`config.mk`:
```
export PLATFORM = sky130hd
export DESIGN_NAME = seq_scan_ctrl
export DESIGN_NICKNAME = d
export VERILOG_FILES = /design/src/rtl/seq_scan_pkg.sv /design/src/rtl/seq_scan_tagpipe.sv /design/src/rtl/seq_scan_ctrl.sv
export SDC_FILE = /design/constraint.sdc
export NUM_CORES = 1
export LEC_CHECK = 0
export BUFFER_PORTS_ARGS = -buffer_cell sky130_fd_sc_hd__buf_2
export CORE_UTILIZATION = 40
export DETAILED_ROUTE_END_ITERATION = 6
export GPL_TIMING_DRIVEN = 0
export SETUP_SLACK_MARGIN = 0.02
export SLEW_MARGIN = 30
export SYNTH_ARGS = -nofsm -noshare
export SYNTH_HDL_FRONTEND = slang
export SYNTH_HIERARCHICAL = 1
export SYNTH_SLANG_ARGS = --single-unit
```
`constraint.sdc`:
```
create_clock -name clk -period 1.56 [get_ports clk]
set_clock_uncertainty 0.2 [all_clocks]
set_input_delay 0.234 -clock clk [delete_from_list [all_inputs] [get_ports clk]]
set_output_delay 0.234 -clock clk [all_outputs]
set_load 0.01 [all_outputs]
```
`src/rtl/seq_scan_pkg.sv`:
```
// Shared types and defaults for the serial-scan sequencer that feeds seq_detector.
package seq_scan_pkg;

   typedef enum logic [2:0] {
      IDLE  = 3'd0,
      FLUSH = 3'd1,
      SHIFT = 3'd2,
      DRAIN = 3'd3,
      DONE  = 3'd4
   } scan_state_t;

   localparam int DEF_W         = 8;
   localparam int DEF_DET_LAT   = 1;
   localparam int DEF_FLUSH_LEN = 2;

   // Wide enough to hold a count of 0..w matches.
   function automatic int cnt_w_of(input int w);
      return $clog2(w + 1);
   endfunction

endpackage

```
`src/rtl/seq_scan_tagpipe.sv`:
```
// Delay line that keeps the "this bit is data" tag aligned with the detector's latency.
module seq_scan_tagpipe #(
   parameter int DEPTH = 1
) (
   input  logic clk,
   input  logic rst_n,
   input  logic tag_in,
   output logic tag_out
);

   logic [DEPTH-1:0] pipe;

   generate
      if (DEPTH == 1) begin : g_single
         always_ff @(posedge clk) begin
            if (!rst_n) pipe <= '0;
            else        pipe <= tag_in;
         end
      end else begin : g_multi
         always_ff @(posedge clk) begin
            if (!rst_n) pipe <= '0;
            else        pipe <= {pipe[DEPTH-2:0], tag_in};
         end
      end
   endgenerate

   assign tag_out = pipe[DEPTH-1];

endmodule

```
`src/rtl/seq_scan_ctrl.sv`:
```
// Word-to-serial sequencer: shifts accepted words MSB-first into the pattern detector
// and returns the number of matches that landed on the word's data bits.
module seq_scan_ctrl
   import seq_scan_pkg::*;
#(
   parameter  int W         = DEF_W,
   parameter  int DET_LAT   = DEF_DET_LAT,
   parameter  int FLUSH_LEN = DEF_FLUSH_LEN,
   localparam int CNT_W     = cnt_w_of(W)
) (
   input  logic             clk,
   input  logic             rst_n,
   input  logic             in_valid,
   output logic             in_ready,
   input  logic [W-1:0]     in_data,
   input  logic             in_cont,
   output logic             det_a,
   input  logic             det_w,
   output logic             out_valid,
   input  logic             out_ready,
   output logic [CNT_W-1:0] out_count
);

   // The phase counter covers the longest state: flush, data, or drain.
   localparam int DRAIN_LEN = DET_LAT + 1;
   localparam int PH_MAX    = (W > FLUSH_LEN) ? ((W > DRAIN_LEN) ? W : DRAIN_LEN)
                                              : ((FLUSH_LEN > DRAIN_LEN) ? FLUSH_LEN : DRAIN_LEN);
   localparam int PH_W      = $clog2(PH_MAX + 1);

   scan_state_t     state, state_n;
   logic [PH_W-1:0] phase, phase_n;
   logic [W-1:0]    shreg;
   logic            tag;
   logic            tag_dly;
   logic            accept;

   // Next-state logic; phase holds the remaining cycles in the current state minus one.
   // det_a is registered from the state, so DRAIN runs one extra cycle to cover that stage.
   always_comb begin
      state_n   = state;
      phase_n   = phase;
      in_ready  = (state == IDLE);
      out_valid = (state == DONE);
      accept    = in_valid && (state == IDLE);

      case (state)
         IDLE: begin
            if (accept) begin
               if (!in_cont && (FLUSH_LEN > 0)) begin
                  state_n = FLUSH;
                  phase_n = PH_W'(FLUSH_LEN - 1);
               end else begin
                  state_n = SHIFT;
                  phase_n = PH_W'(W - 1);
               end
            end
         end
         FLUSH: begin
            if (phase == '0) begin
               state_n = SHIFT;
               phase_n = PH_W'(W - 1);
            end else begin
               phase_n = phase - PH_W'(1);
            end
         end
         SHIFT: begin
            if (phase == '0) begin
               state_n = DRAIN;
               phase_n = PH_W'(DRAIN_LEN - 1);
            end else begin
               phase_n = phase - PH_W'(1);
            end
         end
         DRAIN: begin
            if (phase == '0) state_n = DONE;
            else             phase_n = phase - PH_W'(1);
         end
         DONE: begin
            if (out_ready) state_n = IDLE;
         end
         default: begin
            state_n = IDLE;
            phase_n = '0;
         end
      endcase
   end

   // State, shift register, serial output and hit tally.
   always_ff @(posedge clk) begin
      if (!rst_n) begin
         state     <= IDLE;
         phase     <= '0;
         shreg     <= '0;
         det_a     <= 1'b0;
         tag       <= 1'b0;
         out_count <= '0;
      end else begin
         state <= state_n;
         phase <= phase_n;
         if (accept)
            shreg <= in_data;
         else if (state == SHIFT)
            shreg <= {shreg[W-2:0], 1'b0};
         det_a <= (state == SHIFT) ? shreg[W-1] : 1'b0;
         tag   <= (state == SHIFT);
         if (accept)
            out_count <= '0;
         else if (det_w && tag_dly)
            out_count <= out_count + CNT_W'(1);
      end
   end

   seq_scan_tagpipe #(
      .DEPTH (DET_LAT)
   ) u_tagpipe (
      .clk     (clk),
      .rst_n   (rst_n),
      .tag_in  (tag),
      .tag_out (tag_dly)
   );

endmodule

```
* Word-level counts from Yosys, hierarchy flattened
Cells that the tools add are included.
** Storage, ports and cells
- Register bits after elaboration :: 22
- Input port bits :: 14
- Word-level logic and storage cells :: 45
** Operators by class
- Add/subtract/negate cells :: 2
- Equality and inequality tests :: 10
- Mux-type cells :: 15
- Bitwise gates (word level) :: 2
- Reduce and logical (&&, ||, !) cells :: 9
** Operators with widths (number)
- $pmux 4 s5 :: 1
- $mux 3 :: 6
- $mux 4 :: 4
- $mux 8 :: 2
- $pmux 3 s5 :: 1
- $ne 2x2->1 const B :: 4
- $eq 3x2->1 const B :: 2
- $reduce_and 5->1 :: 1
- $add 4x1->4 const B :: 1
- $logic_not 4->1 :: 1
- $ne 2x1->1 const B :: 2
- $sub 4x1->4 const B :: 1
- $eq 3x1->1 const B :: 1
- $eq 3x3->1 const B :: 1
- $logic_not 3->1 :: 1
- $reduce_and 3->1 :: 1
- $logic_and 1x1->1 :: 2
- $mux 2 :: 1
- $not 1->1 :: 2
- $reduce_and 2->1 :: 1
- $reduce_bool 2->1 :: 1
- $reduce_or 2->1 :: 1

* Depth between registers and ports, before layout
- Word-level depth :: 4
- Mapped depth :: 5
- Depth with buffers taken out :: 5

* Modules after synthesis
The synthesis kept the hierarchy.
** By module, submodules not included
- seq_scan_ctrl :: instances 1, cells an instance 127, area an instance 1157.4 µm², seq. area each 420.4 µm²
- seq_scan_tagpipe :: instances 1, cells an instance 2, area an instance 26.3 µm², seq. area each 20.0 µm²

* Worst setup path after synthesis
OpenSTA, ideal clock, no wires.
- Path type :: flip-flop to flip-flop
- From :: reg phase[0]
- To :: reg phase[1]
- Library setup time :: 58 ps
- Data arrival time :: 1476 ps
- Data required time :: 1302 ps
- Setup slack :: -174 ps
- Stages on the path, launching flop included :: 6
- Path buffers :: 0
- Clock period less this slack :: 1734 ps
- Cells stage by stage :: dfxtp_1 inv_1 ha_1 or3b_4 a2111oi_4 a311o_2
** Between the ends
- Word-level cells in the longest chain between the ends :: 3
** Ends and longest elaborated chain
- start: declaration :: RTL line seq_scan_ctrl.sv:31 : logic [PH_W-1:0] phase, phase_n;
- start signal: assignment :: RTL line seq_scan_ctrl.sv:99 : phase <= phase_n;
- $sub 4x1->4 / $logic_not 4->1 (equally long branches)
- $mux 4 (tied with other cells) :: RTL line seq_scan_ctrl.sv:75 : if (phase == '0) state_n = DONE;
- $pmux 4 s5 / $reduce_and 3->1 (equally long branches)
Several ways; a longest one is shown, not always the timed one. The select of a mux whose other input is x is not followed.
A chain may end at the register's enable or synchronous reset.

* Final worst setup path
- From :: reg state[1]
- To :: out in_ready
** Between the ends
- Word-level cells in the longest chain between the ends :: 1
** Ends and longest elaborated chain
- start: declaration :: RTL line seq_scan_ctrl.sv:30 : scan_state_t state, state_n;
- start signal: assignment :: RTL line seq_scan_ctrl.sv:98 : state <= state_n;
- $logic_not 3->1 :: RTL line seq_scan_ctrl.sv:42 : in_ready = (state == IDLE);
- end: declaration :: RTL line seq_scan_ctrl.sv:14 : output logic in_ready,
Every way passes these cells.

==> metrics.md <==
| Metric | Value |
|---|---|
| Status | finished, violations left |
| Failing checks | negative setup slack |
| Layout cells sized above 1 | a little under three fifths |
| Per-cell routed wire length | 15.0 um |
| Flop2flop setup slack | -0.12 ns |
| Pwr dens | 1920 nW/um^2 |
| Seq pwr share | between 20% and 30% |
| Worst Setup SP | state[1]$_SDFFE_PN0P_ |
| Period utilisation layout | 112% |
| Grt ovf | 0 |
| Insertion delay to the later sink of the worst-skew pair | roughly 0.32 ns |
| Initial Utilization | a little over two fifths |
| Die W | approximately 56 um |
| Switch Pwr | approximately 1.3 mW |
| Netlist cell types | between 40 and 50 |
| CP endpoint kind | output pin |
| Post-synthesis sequential area ratio | 37.2% |
| DRC viols | 0 |
| Setup Crit Path Kind | reg2out |
| Setup-failing EPs final | 18 |
| Synth top area cells | dfxtp_1, nand3_1, a22oi_1 |
| Via count | 1176 |
| Worst Setup EP | in_ready |
| Comb power frac | between 60% and 70% |
| Layout fillers | roughly 220 |
| RePlAce Congestion | 0.821 |
| Worst rel slew slack | ~59% |
| VDD IR max | 1.52 mV |
| Commonest non-fill, non-tap cell in the layout | buf_2 |
| Worst reg2reg startpoint | phase[0]$_SDFFE_PN0P_ |
| Max-cap viol count | 0 |
| Total wire length | roughly 3.2 mm |
| Synth top area share | between 30% and 40% |
| Number of synthesized flops with an enable pin | 0 |
| Fmax | between 0.5 and 0.6 GHz |
| Lkg Pwr | approximately 0.72 nW |
| Reg2reg end | phase[1]$_SDFFE_PN0P_ |
| CP startpoint kind | flip-flop |
| Max Slew Vio Count | 0 |
| Initial antenna violation count | 0 |
| Synthesized flop and latch total | 22 |
| Syn. warnings | 6 |
| Post-synth top area cell | dfxtp_1 |
| Max Buffers Root-to-Sink | 2 |
| Core Area | between 2000 and 3000 sq um |
| Worst-Margin Slew | 0.615 ns |
| Clock power frac | between 10 and 15% |
| Post-layout util | 66.0% |
| Vias in the first global route | ~1.2k |
| Final WS setup | -0.188 ns |
| RSZ-0062 raised after global routing | true |
| Die Area | 3180 sq um |
| Cells after synthesis | 129 |
| IO Count | 21 |
| Critical path arrival | 1.31 ns |
| I/O Buffers | 20 |
| Hold WC Path Type | in2reg |
| Syn Nets | roughly 150 |
| Die Y | roughly 56 um |
| Sw Share | 38.1% |
| Root Buffer Master | clkbuf_4 |
| Post-route ant nets | 0 |
| Fraction of registers with async set/reset | 0% |
| First-pass GRT wire length | ~5.2 mm |
| Total Power | ~3.5 mW |
| Vias per cell | ~5.6 |
| Final Hold Viols | 0 |
| NumNets Final | 196 |
| H-tree levels | 1 |
| Syn Area/Cell | roughly 9.2 sq um |
| Syn Std Cell Area | between 1000 and 1500 sq um |
| Area grow syn2layout | 55.2% |
| Commonest non-fill, non-tap cells in the layout | buf_2, dfxtp_1, buf_4 |
| Row count | 19 |
| TritonCTS Buffers | 3 |
| GR Util All Layers | 20.7% |
| Largest net degree at the start of global routing | 14 |
| DR iter-0 viols | 32 |
| CP Max Fanout | 4 |
| R2R cell count | 5 |
| Dominant synthesized flop cell | dfxtp_1 |
| CTS tree | built |
| Clock period minus worst slack | 1.75 ns |
| DR pass1 iterations | 4 |
| # diodes | 0 |
| Critical Path RT | between 1 and 1.5 ns |
| Internal cell power | ~2.2 mW |
| Clock tree sinks | 22 |
| DP HPWL | 1.84 mm |
| Clk slew on worst S/H paths | roughly 0.13 ns |
## repair_timing
item | 4_1_cts | 5_1_grt
endpoints found under the hold margin | 4 | 0
endpoints found under the setup margin | 21 | 22
resized for setup | 44 | 18
pin swaps | 26 | 8
hold buffers | 4 | 0
buffers inserted | 16 | 5
cloned | 2 | 0
## kinds of logic after synthesis
logic type / count (synthesis) / share of synthesized area [%]
AND/OR/NAND/NOR: 50 / 25.9
AO/OA/AOI/OAI: 37 / 24.4
flip-flops: 22 / 37.2
buffers and inverters: 13 / 6.45
XOR/XNOR: 3 / 2.22
multiplexers: 2 / 1.69
adder cells (fa/ha/maj): 2 / 2.11
## synthesized netlist by cell type (all sizes together) (3+ instances only)
library cell / n
a22oi: 7
nand3: 13
buf: 8
nor2: 6
dfxtp: 22
inv: 3
a21oi: 10
nand2b: 5
nand2: 7
## layer usage
| metal | wire [um] | vias up | GRT usage [%] |
|---|---|---|---|
| met5 | 0 | - | 0 |
| met4 | 29 | 0 | 4.88 |
| met3 | 111 | 4 | 5.07 |
| met2 | 1670 | 24 | 38.3 |
| met1 | 1350 | 566 | 23.9 |
| li1 | - | 582 | - |
## worst max-delay path, cell delays in order (launching register included)
cell     delay, ns
dfxtp_2       0.35
buf_6         0.12
buf_8         0.11
or2_4         0.22
nor2_2        0.07
buf_2         0.12
## stage by stage
stage	instance area (sq um)	setup TNS (ns)	setup WS, ns	std cells	hold WS (ns)
6_report	1840	-1.23	-0.188	210	0.0178
5_1_grt	1840	-1.87	-0.247	210	0.0127
3_3_place_gp	1350	-0.898	-0.144	180	0.223
2_1_floorplan	1210	-0.0994	-0.0423	129	0.161
4_1_cts	1740	-2.76	-0.226	206	0.00919
3_5_place_dp	1350	-1.65	-0.151	180	0.232
## flip-flops by register name (all words and copies together), names as in the netlist
signal,cells
det_a,1
u_tagpipe/tag_out,1
state,3
shreg,8
phase,4
tag,1
out_count,4
## power by group through the flow
stage	clock [mW]	sequential, mW	combinational, mW
2_1_floorplan	0	0.775	1.11
3_3_place_gp	0	0.788	1.32
3_5_place_dp	0	0.792	1.35
4_1_cts	0.461	0.795	2.00
5_1_grt	0.485	0.843	2.39
6_report	0.450	0.826	2.25
## layout make-up
cell class	instances	area, sq um	share of cell area [%]
tap	31	38.8	2.11
clock buffer	3	22.5	1.23
multi-input combinational	94	853	46.5
timing repair buffer	47	335	18.3
clock inverter	1	30.0	1.63
inverter	4	18.8	1.02
buffer	8	86.3	4.70
sequential	22	452	24.6
## worst min-delay path by stage
stage / from / end / slack [ns] / cells after the start
after floorplan: rst_n / u_tagpipe/tag_out$_SDFF_PN0_ / 0.16 / 1
after global placement: tag$_SDFF_PN0_ / u_tagpipe/tag_out$_SDFF_PN0_ / 0.22 / 1
after detailed placement: tag$_SDFF_PN0_ / u_tagpipe/tag_out$_SDFF_PN0_ / 0.23 / 1
after CTS: in_data[2] / shreg[2]$_SDFFE_PN0P_ / 0.009 / 3
after global routing: in_data[3] / shreg[3]$_SDFFE_PN0P_ / 0.01 / 3
final: in_data[2] / shreg[2]$_SDFFE_PN0P_ / 0.02 / 3
(Power assumes the default switching activity.)
